**config.mk**
```make
export PLATFORM = sky130hd
export DESIGN_NAME = tail_light_driver
export DESIGN_NICKNAME = d
export VERILOG_FILES = /design/src/rtl/tail_light_driver.sv
export SDC_FILE = /design/constraint.sdc
export NUM_CORES = 1
export LEC_CHECK = 0
export BUFFER_PORTS_ARGS = -buffer_cell sky130_fd_sc_hd__buf_2
export CAP_MARGIN = 5
export CORE_MARGIN = 2
export CORE_UTILIZATION = 64
export CTS_CLUSTER_DIAMETER = 30
export CTS_CLUSTER_SIZE = 14
export DETAILED_ROUTE_END_ITERATION = 10
export PLACE_DENSITY_LB_ADDON = 0.25
export SLEW_MARGIN = 40
export SYNTH_ARGS = -nofsm -noshare
export SYNTH_HDL_FRONTEND = slang
export SYNTH_SLANG_ARGS = --single-unit
```
**constraint.sdc**
```tcl
create_clock -name CLK -period 5.05 [get_ports CLK]
set_input_delay 0.2525 -clock CLK [delete_from_list [all_inputs] [get_ports CLK]]
set_output_delay 0.2525 -clock CLK [all_outputs]
set_load 0.01 [all_outputs]
```
**src/rtl/tail_light_driver.sv**
```systemverilog
`default_nettype none
// ============================================================================
// Module   : tail_light_driver
// Purpose  : Decodes the turn-signal mode code into animated 3-lamp tail-light
//            patterns (idle, hazard, left, right). Optional brake overlay is
//            enabled by defining TAIL_LIGHT_BRAKE_EN.
// Revision : 1.0 - initial release
// ============================================================================
module tail_light_driver #(
    parameter int TICK_DIV = 12500000,
    parameter int CNT_W    = 24
) (
    input  logic       CLK,
    input  logic       RST,
    input  logic [2:0] CurrentState,
`ifdef TAIL_LIGHT_BRAKE_EN
    input  logic       Brake,
`endif
    output logic [2:0] LeftLights,
    output logic [2:0] RightLights,
    output logic       StepTick,
    output logic       Invalid
);

    localparam logic [2:0]       MODE_IDLE   = 3'b000;
    localparam logic [2:0]       MODE_HAZARD = 3'b001;
    localparam logic [2:0]       MODE_LEFT   = 3'b010;
    localparam logic [2:0]       MODE_RIGHT  = 3'b011;
    localparam logic [CNT_W-1:0] CNT_LAST    = CNT_W'(TICK_DIV - 1);
    localparam logic [CNT_W-1:0] CNT_ONE     = CNT_W'(1);

    logic [2:0]       mode_q;
    logic [1:0]       step_q;
    logic [CNT_W-1:0] cnt_q;
    logic             tick_q;
    logic             animating;
    logic [1:0]       step_next;
    logic [2:0]       seq_pattern;
`ifdef TAIL_LIGHT_BRAKE_EN
    logic             brake_q;
`endif

    assign animating = (mode_q == MODE_HAZARD) || (mode_q == MODE_LEFT) ||
                       (mode_q == MODE_RIGHT);

    // Hazard has only two steps, so its wrap must be forced explicitly.
    assign step_next = (mode_q == MODE_HAZARD) ? ((step_q == 2'd1) ? 2'd0 : 2'd1)
                                               : step_q + 2'd1;

    always_ff @(posedge CLK or posedge RST) begin
        if (RST) begin
            mode_q <= MODE_IDLE;
            step_q <= 2'd0;
            cnt_q  <= '0;
            tick_q <= 1'b0;
`ifdef TAIL_LIGHT_BRAKE_EN
            brake_q <= 1'b0;
`endif
        end else begin
            mode_q <= CurrentState;
`ifdef TAIL_LIGHT_BRAKE_EN
            brake_q <= Brake;
`endif
            // A mode change takes priority over a coincident terminal count.
            if ((CurrentState != mode_q) || !animating) begin
                step_q <= 2'd0;
                cnt_q  <= '0;
                tick_q <= 1'b0;
            end else if (cnt_q == CNT_LAST) begin
                step_q <= step_next;
                cnt_q  <= '0;
                tick_q <= 1'b1;
            end else begin
                cnt_q  <= cnt_q + CNT_ONE;
                tick_q <= 1'b0;
            end
        end
    end

    always_comb begin
        seq_pattern = 3'b000;
        case (step_q)
            2'd0:    seq_pattern = 3'b000;
            2'd1:    seq_pattern = 3'b001;
            2'd2:    seq_pattern = 3'b011;
            default: seq_pattern = 3'b111;
        endcase
    end

    always_comb begin
        LeftLights  = 3'b000;
        RightLights = 3'b000;
        case (mode_q)
            MODE_HAZARD: begin
                LeftLights  = (step_q == 2'd0) ? 3'b111 : 3'b000;
                RightLights = (step_q == 2'd0) ? 3'b111 : 3'b000;
            end
            MODE_LEFT: begin
                LeftLights = seq_pattern;
`ifdef TAIL_LIGHT_BRAKE_EN
                RightLights = brake_q ? 3'b111 : 3'b000;
`endif
            end
            MODE_RIGHT: begin
                RightLights = seq_pattern;
`ifdef TAIL_LIGHT_BRAKE_EN
                LeftLights = brake_q ? 3'b111 : 3'b000;
`endif
            end
            MODE_IDLE: begin
`ifdef TAIL_LIGHT_BRAKE_EN
                LeftLights  = brake_q ? 3'b111 : 3'b000;
                RightLights = brake_q ? 3'b111 : 3'b000;
`endif
            end
            default: begin
                LeftLights  = 3'b000;
                RightLights = 3'b000;
            end
        endcase
    end

    assign StepTick = tick_q;
    assign Invalid  = mode_q[2];

endmodule
`default_nettype wire

```
==> impl_metrics.tcl <==
set metrics [dict create \
    outcome "finished, final reports clean" \
    grt_pass1_wl_um 6040 \
    die_w_um 56.2 \
    r2r-end "step_q[1]$_DFFE_PP0P_" \
    synth_ff_type "dfrtp_1" \
    final_cell_mix "dfrtp_1, nor3_1, buf_2" \
    hold_class "in2reg" \
    core_area_um2 2520 \
    fillers 196 \
    crit_chain "or4_4, or4_4, or4b_1, a21oi_1" \
    final_common_cell "dfrtp_1" \
    grt_usage_pct 24.6 \
    crit_family "simple AND/OR/NAND/NOR gates" \
    overflow 0 \
    r2r_cells 4 \
    critPathMaxStageDelay_ns 0.55 \
    floorplan.rows 18 \
    tns_ns 0 \
    drive_above_1_share_pct 14.1 \
    layout_min_cycle_time_ns 2.27 \
    finalMaxSlewViolations 0 \
    cp-start-kind "flip-flop" \
    cts_sinks 30 \
    synth-seq-cells 30 \
    h-tree-depth 2 \
    worstSetupPathType "reg2reg" \
    rrSetupSlack_ns 2.78 \
    clkPwrFrac_pct 36.5 \
    first_global_vias 1335 \
    clk-insertion-delay-late_ns 0.34 \
    cts_buffers 5 \
    path_depth 4 \
    worstPathArrival_ns 2.51 \
    clock_path_buffers 2 \
    grt_max_degree 31 \
    place_congestion 0.778 \
    cts_tree "built" \
    antenna_left 0 \
    path_buf_inv 0 \
    drt-initial-drc-count 70 \
    wl_um 3500 \
    cpMaxStageDelayCell "or4_4" \
    p_int_mw 0.315 \
    drc_errors 0 \
    tightest_slew_ns 0.613 \
    rsz0062_at_grt "false" \
    design_area_um2 1860 \
    fin_ws_ns 2.78 \
    chipHeight_um 56.2 \
    clk_root_buffer_cell "clkbuf_4" \
    whs_path_depth 1 \
    port_buffers 12 \
    synth_cells 180 \
    yosysSeqAreaShare_pct 43.0 \
    io_pins 13 \
    synth_edf_count 0 \
    switchingPower_mw 0.0975 \
    synth.distinct_cells 35 \
    switching_share_pct 23.6 \
    powerDensity_nw_per_um2 222 \
    cpMostUsedCell "or4_4" \
    clock_skew_ns 0.0156 \
    finalNetCount 202 \
    dieArea_um2 3160 \
    power_frac_comb_pct 4.4 \
    reg2reg_from "cnt_q[8]$_DFF_PP0_" \
    timing.final.crit_share_pct 44.9 \
    hp-start "CurrentState[2]" \
    end_kind "flip-flop" \
    required_ns 5.30 \
    placed_cell_area_um2 1790 \
    max-slew-margin-rel_pct 59.1 \
    synthArstFlopShare_pct 100 \
    vias_per_cell 6.48 \
    wl_per_cell_um 15.7 \
    seqPwrFrac_pct 59.1 \
    hpwl_um 2470 \
    detail_route.first_pass.iterations 4 \
    antenna_found_initial 0 \
    avgSynthCellArea_um2 9.70 \
    hold_path_end "mode_q[2]$_DFF_PP0_" \
    setup_viol 0 \
    dp_slack_ns 2.80 \
    syn_nets 191 \
    hold_viol_final 0 \
    max_freq_mhz 441 \
    max-cap-violations 0 \
    initial_utilization_pct 69.2 \
    area_growth_pct 6.45 \
    path_max_fanout 5 \
    vias 1438 \
    leakagePower_nw 0.669 \
    syn_area_um2 1750 \
    diodes 0 \
    ir_drop_uv 201 \
    clkSlewWorstSetupHoldPaths_ns 0.10 \
    ys_warn_count 0 \
]
-- per-stage QoR --
stage	std cells	hold WS (ns)	power, mW	util [%]
finish	222	0.0267	0.413	73.7
global route	222	0.0291	0.427	73.7
CTS	222	0.0228	0.415	73.6
detailed placement	213	0.361	0.266	70.8
global placement	213	0.372	0.265	70.8
floorplan	180	0.284	0.261	-
-- repair_timing --
| action | 4_1_cts | 5_1_grt |
|---|---|---|
| buffers inserted | 0 | 0 |
| hold buffers | 1 | 0 |
| resized for setup | 0 | 0 |
| hold endpoints to repair | 9 | 0 |
-- routing by layer --
layer	vias to the layer above	share of wire [%]	global-route usage, %
met3	7	5.7	6.98
met1	686	43	32.7
li1	696	-	-
met5	-	0	0
met2	49	50	38.7
met4	0	1.4	8.50
-- layout make-up --
type	instances	area (µm²)	area share [%]
clock buffer	7	55.1	2.96
clock inverter	1	5.00	0.269
inverter	6	22.5	1.21
multi-input combinational	134	910	49.0
sequential	30	751	40.4
tap	30	37.5	2.02
timing repair buffer	14	77.6	4.18
-- logic make-up (layout without fill, tap and decap cells) --
kind of cell	Yosys count	after routing	synth area share, %
DFF	30	30	43.0
adders and majority gates	6	6	4.30
buffers and inverters	16	28	4.95
xor gates and xnor gates	12	12	6.02
AOI/OAI and AO/OA	35	35	13.5
muxes	1	1	0.573
and+or+nand+nor	80	80	27.7
-- how the worst max path moves through the flow --
stage,start,end,slack [ns]
floorplan,cnt_q[8]$_DFF_PP0_,step_q[1]$_DFFE_PP0P_,2.96
global placement,cnt_q[8]$_DFF_PP0_,step_q[1]$_DFFE_PP0P_,2.89
detailed placement,cnt_q[8]$_DFF_PP0_,step_q[1]$_DFFE_PP0P_,2.80
CTS,cnt_q[8]$_DFF_PP0_,step_q[1]$_DFFE_PP0P_,2.78
global route,cnt_q[5]$_DFF_PP0_,cnt_q[19]$_DFF_PP0_,2.66
finish,cnt_q[8]$_DFF_PP0_,step_q[1]$_DFFE_PP0P_,2.78
-- sequential cells by signal (all words and copies together) (netlist names) --
signal    count
step_q        2
cnt_q        24
mode_q        3
StepTick      1
-- power by group through the flow --
stage          Clock, mW  Sequential [mW]  Combinational [mW]
6_report           0.151            0.244              0.0181
5_1_grt            0.162            0.244              0.0206
4_1_cts            0.152            0.244              0.0185
3_5_place_dp           0            0.249              0.0179
3_3_place_gp           0            0.248              0.0171
2_1_floorplan          0            0.248              0.0136
-- cells in the mapped netlist, types with 2 or more instances --
cell type  count  share of area (%)
a211oi_1      11                4.7
or4_4          2                1.3
or4_1          9                3.9
nor2_1         9                1.9
nand4_1        3                1.1
dfrtp_1       30                 43
xor2_1         2                1.0
o31ai_1        8                3.4
nor4_1         3                1.1
and4_1         2                1.0
clkbuf_1       4               0.86
xnor2_1       10                5.0
or3_1          6                2.2
ha_1           6                4.3
a21oi_1        7                2.0
nand2b_1       2               0.72
buf_2          2               0.57
nor2b_1        2               0.72
inv_1          6                1.3
buf_6          3                1.9
nor3_1        16                4.6
nand3_1       10                2.9
nand2_1       10                2.2
o21ai_0        6                1.7
Note: power is estimated with default switching activity, not from simulation.
